===== src/rtl/latch_wr_sched.sv =====
// Round-robin write scheduler for a bank of transparent-high D latches.
// Optional back-to-back arbitration in the final HOLD cycle: define LATCH_WR_SCHED_B2B_EN.
//
// state  | meaning
// IDLE   | no transaction; arbitrate pending requests
// SETUP  | lat_d stable, lat_e low, SETUP_CYC cycles
// ENABLE | one-hot lat_e high, EN_CYC cycles
// HOLD   | lat_e low, lat_d held, HOLD_CYC cycles; ack in last cycle
module latch_wr_sched #(
   parameter int NREQ      = 4,
   parameter int NLAT      = 8,
   parameter int DW        = 8,
   parameter int SETUP_CYC = 1,
   parameter int EN_CYC    = 2,
   parameter int HOLD_CYC  = 1
) (
   input  logic                          clk,
   input  logic                          rst_n,
   input  logic [NREQ-1:0]               req,
   input  logic [NREQ*$clog2(NLAT)-1:0]  addr,
   input  logic [NREQ*DW-1:0]            wdata,
   output logic [NREQ-1:0]               gnt,
   output logic [NREQ-1:0]               ack,
   output logic                          busy,
   output logic [DW-1:0]                 lat_d,
   output logic [NLAT-1:0]               lat_e
);

   localparam int AW   = $clog2(NLAT);
   localparam int PW   = $clog2(NREQ);
   localparam int CM1  = (SETUP_CYC > EN_CYC) ? SETUP_CYC : EN_CYC;
   localparam int CMAX = (CM1 > HOLD_CYC) ? CM1 : HOLD_CYC;
   localparam int CW   = $clog2(CMAX + 1);

   localparam logic [1:0] ST_IDLE   = 2'd0;
   localparam logic [1:0] ST_SETUP  = 2'd1;
   localparam logic [1:0] ST_ENABLE = 2'd2;
   localparam logic [1:0] ST_HOLD   = 2'd3;

   logic [1:0]      state;
   logic [CW-1:0]   cnt;
   logic [PW-1:0]   rr_ptr;
   logic [PW-1:0]   win_q;
   logic [AW-1:0]   addr_q;

   logic [NREQ-1:0] arb_req;
   logic            arb_hit;
   logic [PW-1:0]   arb_win;
   logic            start;
   logic [PW-1:0]   next_ptr;
   logic [NLAT-1:0] lat_sel;
   int              idx;

`ifdef LATCH_WR_SCHED_B2B_EN
   // the requester being acked this cycle must not win again immediately
   assign arb_req = (state == ST_HOLD) ? (req & ~gnt) : req;
   assign start   = arb_hit && ((state == ST_IDLE) ||
                                ((state == ST_HOLD) && (cnt == '0)));
`else
   assign arb_req = req;
   assign start   = arb_hit && (state == ST_IDLE);
`endif

   always_comb begin
      arb_hit = 1'b0;
      arb_win = '0;
      idx     = 0;
      for (int k = 0; k < NREQ; k++) begin
         idx = int'(rr_ptr) + k;
         if (idx >= NREQ) idx = idx - NREQ;
         if (!arb_hit && arb_req[idx]) begin
            arb_hit = 1'b1;
            arb_win = PW'(idx);
         end
      end
   end

   assign next_ptr = (win_q == PW'(NREQ - 1)) ? '0 : win_q + 1'b1;
   assign lat_sel  = NLAT'(1) << addr_q;

   always_ff @(posedge clk or negedge rst_n) begin
      if (!rst_n) begin
         state  <= ST_IDLE;
         cnt    <= '0;
         rr_ptr <= '0;
         win_q  <= '0;
         addr_q <= '0;
         gnt    <= '0;
         ack    <= '0;
         busy   <= 1'b0;
         lat_d  <= '0;
         lat_e  <= '0;
      end else begin
         ack <= '0;
         if (start) begin
            state  <= ST_SETUP;
            cnt    <= CW'(SETUP_CYC - 1);
            win_q  <= arb_win;
            addr_q <= addr[int'(arb_win)*AW +: AW];
            lat_d  <= wdata[int'(arb_win)*DW +: DW];
            gnt    <= NREQ'(1) << arb_win;
            busy   <= 1'b1;
         end else begin
            case (state)
               ST_SETUP: begin
                  if (cnt == '0) begin
                     state <= ST_ENABLE;
                     cnt   <= CW'(EN_CYC - 1);
                     lat_e <= lat_sel;
                  end else begin
                     cnt <= cnt - 1'b1;
                  end
               end
               ST_ENABLE: begin
                  if (cnt == '0) begin
                     state <= ST_HOLD;
                     cnt   <= CW'(HOLD_CYC - 1);
                     lat_e <= '0;
                     if (HOLD_CYC == 1) begin
                        ack    <= gnt;
                        rr_ptr <= next_ptr;
                     end
                  end else begin
                     cnt <= cnt - 1'b1;
                  end
               end
               ST_HOLD: begin
                  if (cnt == '0) begin
                     state <= ST_IDLE;
                     gnt   <= '0;
                     busy  <= 1'b0;
                  end else begin
                     cnt <= cnt - 1'b1;
                     // entering the last HOLD cycle
                     if (cnt == CW'(1)) begin
                        ack    <= gnt;
                        rr_ptr <= next_ptr;
                     end
                  end
               end
               default: begin
                  state <= ST_IDLE;
               end
            endcase
         end
      end
   end

endmodule


===== config.mk =====
export PLATFORM = sky130hd
export DESIGN_NAME = latch_wr_sched
export DESIGN_NICKNAME = d
export VERILOG_FILES = /design/src/rtl/latch_wr_sched.sv
export SDC_FILE = /design/constraint.sdc
export NUM_CORES = 1
export LEC_CHECK = 0
export CAP_MARGIN = 10
export CORE_MARGIN = 10
export CORE_UTILIZATION = 35
export CTS_CLUSTER_SIZE = 16
export DETAILED_ROUTE_END_ITERATION = 8
export PLACE_DENSITY = 0.65
export SYNTH_ARGS = -nofsm -noshare
export SYNTH_HDL_FRONTEND = slang
export SYNTH_SLANG_ARGS = --single-unit
export TNS_END_PERCENT = 100

===== constraint.sdc =====
create_clock -name clk -period 2.55 [get_ports clk]
set_clock_uncertainty 0.2 [all_clocks]
set_input_delay 0.3825 -clock clk [delete_from_list [all_inputs] [get_ports clk]]
set_output_delay 0.3825 -clock clk [all_outputs]
set_load 0.02 [all_outputs]

* Yosys cells after proc, flatten, opt, wreduce, memory -nomap -nowiden
Index checks and enable logic that the tools add are counted.
Widths: inputs -> output; s select.
** Word-level totals
- Input port bits :: 50
- Output and inout bits :: 25
- Register bits after elaboration :: 36
** Operators by class
- Reduce and logical (&&, ||, !) cells :: 19
- Multipliers :: 1
- Equality and inequality tests :: 13
- Mux-type cells :: 53
- Shift-type cells :: 4
- Add/sub/neg operators :: 9
- Magnitude comparators :: 8
- Bitwise logic cells :: 1
** Operators by type and width (number)
- $lt 32x4->1 const B :: 4
- $mux 32 :: 4
- $mux 2 :: 16
- $shiftx 32x6->8 :: 1
- $mux 4 :: 7
- $mux 8 :: 2
- $pmux 8 s2 :: 1
- $mux 1 :: 15
- $ne 3x3->1 const B :: 4
- $pmux 2 s3 :: 2
- $shiftx 12x5->3 :: 1
- $sub 3x3->4 const B :: 3
- $ge 3x3->1 const B :: 3
- $bmux 1 s2 :: 4
- $ne 2x2->1 const B :: 4
- $pmux 4 s2 :: 1
- $reduce_bool 2->1 :: 4
- $shl 1x3->8 const A :: 1
- $add 2x2->3 const B :: 2
- $eq 2x2->1 const B :: 3
- $reduce_and 5->1 :: 1
- $eq 2x1->1 const B :: 2
- $logic_and 1x1->1 :: 4
- $logic_not 2->1 :: 2
- other kinds (14) :: 17

* Longest topological paths before layout
- Depth after elaboration :: 18
- Gate-level depth with buffers :: 8
- Mapped depth without buffers :: 7

* Least setup slack after synthesis
OpenSTA, ideal clock, no wires.
- Path type :: register to register
- Start :: reg cnt[0]
- End :: reg rr_ptr[1]
- Data required time :: 2.225 ns
- Stages on the path, launching flop included :: 7
- Clock period less this slack :: 1.934 ns
- Setup slack :: 0.616 ns
- Data arrival time :: 1.609 ns
- Path through :: dfrtp_1 inv_1 ha_1 clkbuf_1 nor3_1 o21ai_0 mux2_2
** On the way
- Cells in the longest elaborated chain, start to end :: 3
** Ends and longest elaborated chain
- start: declaration :: line 41 : logic [CW-1:0] cnt;
- start signal: assignment :: line 97 : cnt <= CW'(SETUP_CYC - 1);
- start signal: assignment :: line 108 : cnt <= CW'(EN_CYC - 1);
- start signal: assignment :: line 111 : cnt <= cnt - 1'b1;
- $eq 2x1->1 or $logic_not 2->1 (tied branches) :: line 135, 115, 128
- $ne 2x2->1 (no source line)
- $reduce_and 5->1 (no source line) *
- end signal: assignment :: line 121 : rr_ptr <= next_ptr;
- end signal: assignment :: line 137 : rr_ptr <= next_ptr;
- end: declaration :: line 42 : logic [PW-1:0] rr_ptr;
Every way passes the cells marked *; elsewhere a longest branch is shown, timed or not.
A chain may end at the register's enable or synchronous reset.

* Final worst setup path
- Start :: in req[2]
- End :: reg lat_d[2]
** On the way
- Cells in the longest elaborated chain, start to end :: 14
** Ends and longest elaborated chain
- start: declaration :: line 19 : input logic [NREQ-1:0] req,
- $bmux 1 s2 :: line 71 : if (!arb_hit && arb_req[idx]) begin
- $mux 1 (implied by the code) (2 in series) :: line 71
- $mux 1 :: line 71
- $logic_not 1->1 :: line 71
- $logic_and 1x1->1 :: line 71
- $mux 1 :: line 71
- $logic_not 1->1 :: line 71
- $logic_and 1x1->1 :: line 71
- $mux 1 :: line 71
- $logic_not 1->1 :: line 71
- $logic_and 1x1->1 :: line 71
- $mux 2 or $mux 1 (tied branches) :: line 71
- $shiftx 32x6->8 or $logic_and 1x1->1 (tied branches) :: line 100, 61
- end signal: assignment :: line 100 : lat_d <= wdata[int'(arb_win)*DW +: DW];
- end: declaration :: line 25 : output logic [DW-1:0] lat_d,
Several ways; a longest one is shown, not always the timed one. The select of a mux whose other input is x is not followed.

==> results.md <==
Setup path:
- In this run the worst path has a maximum fanout of 11.
- On the critical path, the stage with the largest delay is an instance of clkdlybuf4s50_1.
- The startpoint identified for the worst register-to-register timing path is state[0].
- The worst setup path is of the primary input to flip-flop kind.
- The required time of the critical path is 2.49 ns.
- The endpoint identified for the worst register-to-register timing path is rr_ptr[1].
- Traced cell by cell, the critical path runs through clkdlybuf4s50_1, nand2b_1, a21o_1, and2_1, a2111oi_0, a211oi_1.
- Across all register-to-register paths, the minimum setup slack is 0.38 ns.
- On the worst path, the slowest cell contributes a delay of 0.59 ns.
- The endpoint class of the critical path is a flip-flop.
- The cell count of the worst reg-to-reg path is 5.
- Data arrives at the worst endpoint at 2.12 ns.
- STA classifies the critical path startpoint as a primary input.

Layout:
- Leaving out fill and tap cells, the most frequent cells in the layout are 73 x clkdlybuf4s50_1, 36 x dfrtp_1, 25 x nand2_1.
- Leaving out fill and tap cells, the most frequent cell in the layout is clkdlybuf4s50_1.
- For this run, the share of the core covered by cells in the final layout is 53.9%.
- The area taken by multi-input logic gates is 1080 um^2.
- Summing all flip-flop and latch instances after layout gives 901 um^2.
- From synthesis to final layout, the design area changed by 46.8%.
- The post-route netlist has 9.22% of its cells at a drive strength greater than 1.
- The number of antenna diodes in the final layout is 0.
- The final layout contains 352 nets.
- Counting the fill cells in the layout gives 539.
- The finished cells cover 3030 um^2.

Min path:
- The tightest min-delay check is of the primary input to async pin type.

Logic synthesis:
- The biggest area contributor in the post-synthesis netlist is dfrtp_1.
- By area the synthesized netlist is led by dfrtp_1 44%, mux2i_1 5.8%, ha_1 5.5%, a2111oi_0 4.7%, nand2_1 4.6%.
- The number of nets handed over by synthesis was 268.
- The synthesized flop and latch total is 36.
- After synthesis, flip-flops and latches occupy 43.7% of the total area.
- The synthesized instance count is 209.
- After synthesis, the share of flip-flops with an asynchronous set or reset is 100%.
- The average footprint of a synthesized cell is 9.86 um^2.
- During synthesis, Yosys emitted a total of 0 warnings.
- In the synthesized netlist the dominant register cell turns out to be dfrtp_1.
- Yosys mapped the design onto 35 distinct sky130hd cell types.
- In this run the cell area of the synthesized design comes to 2060 um^2.
- Counting flops with a built-in enable in the synthesized netlist gives 0.
- The top cell type by area accounts for 43.7% of the synthesized area.

Clock network:
- Counting every sink on the clock net gives 36.
- The number of gates resized after CTS was 0.
- The cell at the root of the clock tree is clkbuf_8.
- At the later pin of the worst-skew pair, clock insertion delay measures 0.28 ns.
- The number of clock buffers added by TritonCTS is 5.
- For this design, the CTS-stage hold fixing added 0 buffers.
- The TritonCTS clock tree is built.
- The clock tree buffer depth is 2.
- The CTS clock-pin slew for the worst setup and hold paths is 0.07 ns.
- In this run the post-CTS setup repair buffer count came out at 0.
- The H-tree was split into 2 levels.

Detailed routing:
- The number of iterations in the first detailed-routing pass is 4.
- The DRC violations left is 0.
- The count of nets left with antenna violations once routing finished came out at 0.
- The number of violations reported at the end of detailed-routing iteration 0 is 56.
- After detailed routing, the total wire length is 5.91 mm.
- After detailed routing, the number of vias per cell comes to 5.16.
- In the final routed layout, each cell accounts on average for 16.2 um.
- The via count of the routed design is 1882.

Floorplan:
- After floorplanning, the core was sized to cover 5610 um^2.
- The die covers 9360 um^2.
- The overall die width is 96.7 um.
- In this run the core area contains 27 standard-cell rows.
- In this run the count of I/O pins placed on the die edge is 75.
- The die height is 96.7 um.
- For this configuration, the core starts out at a cell density of 36.7%.

STA:
- The max-slew headroom at the worst pin is 45.9%.
- The total setup violations reported at the end of the flow is 0.
- Static timing analysis puts the maximum clock frequency at 0.459 GHz.
- Setup total negative slack on the finished layout was measured at 0 ns.
- Setup repair after global routing left no endpoint under its margin.
- The minimum hold slack is -0.0106 ns.
- The final critical-path share of the clock period is 85.4%.
- The hold violation count in the final report was 36.
- The count of final max-slew check failures was 0.
- For the pin with the worst max-slew slack, the measured transition is 0.811 ns.
- The time the worst path needs with I/O delays and setup is 2.18 ns.

GRT:
- The busiest layer in global routing is met2.
- The total routing resource utilization after global routing is 12.4%.
- The first-pass GRT wire length is 9.86 mm.
- In the global route stage, met3 resource usage came out at 5.82%.
- The number of antenna violations at the first check in global routing is 0.
- Entering global routing, the biggest net connects 37 pins.
- For this run the aggregate overflow at the end of global routing stands at 0.
- The met2 demand-to-capacity share in global routing is 19.1%.
- The via count of the first global-routing pass was 1976.
- The met1 track demand over resource is 14.9%.

Status:
- The run finished, with violations left.
- The checks that failed: hold timing.

Power and ir drop:
- The power per cell area is 1090 nW/um^2.
- Summed over all cells, the static leakage comes to 1.27 nW.
- The power consumption is 3.30 mW.
- The maximum ir drop on the vdd rail is 0.000398 V.

Placement:
- The count of buffers from port buffering is 74.
- The congestion estimate from routability-driven global placement came to 0.779.
- The placed instance area is 2950 um^2.
- The HPWL after detailed placement is 4.60 mm.

Flow run:
- Across the run, the number of max-cap violations was 0.
==> per-layer routing <==
layer  up-vias  wire length, um
li1        940                -
met1       872             2610
met2        66             2660
met3         4              582
met4         0               57
met5         -                0
==> cell usage after synthesis, drive strengths merged, types with 6 or more instances <==
cell type	instances
a2111oi	11
a211oi	12
a21boi	11
and2	7
clkbuf	8
dfrtp	36
ha	9
mux2i	12
nand2	25
nand2b	6
nor2	18
o21ai	7
==> worst max path at each step <==
stage                     startpoint        end  depth (start not counted)
after floorplan               cnt[0]  rr_ptr[1]                          6
after global placement        req[2]   lat_d[4]                          6
after detailed placement      req[2]   lat_d[5]                          6
after CTS                   state[0]  rr_ptr[1]                          5
after global routing          req[2]   lat_d[5]                          6
final                         req[2]   lat_d[2]                          6
==> sequential cells by signal, indices dropped and copies added, names as in the netlist <==
name    flops
busy        1
lat_e       8
rr_ptr      2
cnt         2
gnt         4
addr_q      3
win_q       2
state       2
lat_d       8
ack         4
==> stage by stage <==
stage / worst slack [ns] / instances
2_1_floorplan: 0.616 / 209
3_3_place_gp: 0.0930 / 358
3_5_place_dp: 0.0613 / 358
4_1_cts: 0.360 / 365
5_1_grt: 0.127 / 365
6_report: 0.371 / 365
==> kinds of logic (layout without fill, tap and decap cells) <==
kind of cell	Yosys count	count (layout)	share of synthesized area, %
multiplexers	13	13	6.38
AND/OR/NAND/NOR	64	64	14.0
flip-flops	36	36	43.7
AO/OA/AOI/OAI	69	69	26.7
buffers and inverters	18	102	3.76
adder cells (fa/ha/maj)	9	9	5.46
==> report_power, final <==
part           internal [mW]  total (mW)  leakage [nW]  switching (mW)
registers              0.813        1.01         0.447           0.195
logic                  0.880        1.91         0.785            1.03
clock network          0.186       0.380        0.0410           0.195
==> area by class of cell <==
cell class,count,share of cell area [%]
tap,72,2.98
inverter,5,0.620
clock inverter,1,0.165
clock buffer,6,2.40
sequential,36,29.8
multi-input combinational,155,35.8
timing repair buffer,90,28.3
==> worst max-delay path, delay by kind of cell <==
| family | cells | cell delay [ns] |
|---|---|---|
| compound gates | 3 | 0.76 |
| simple gates | 2 | 0.37 |
| buf+inv | 1 | 0.59 |
Power figures use the tool's default switching activity.
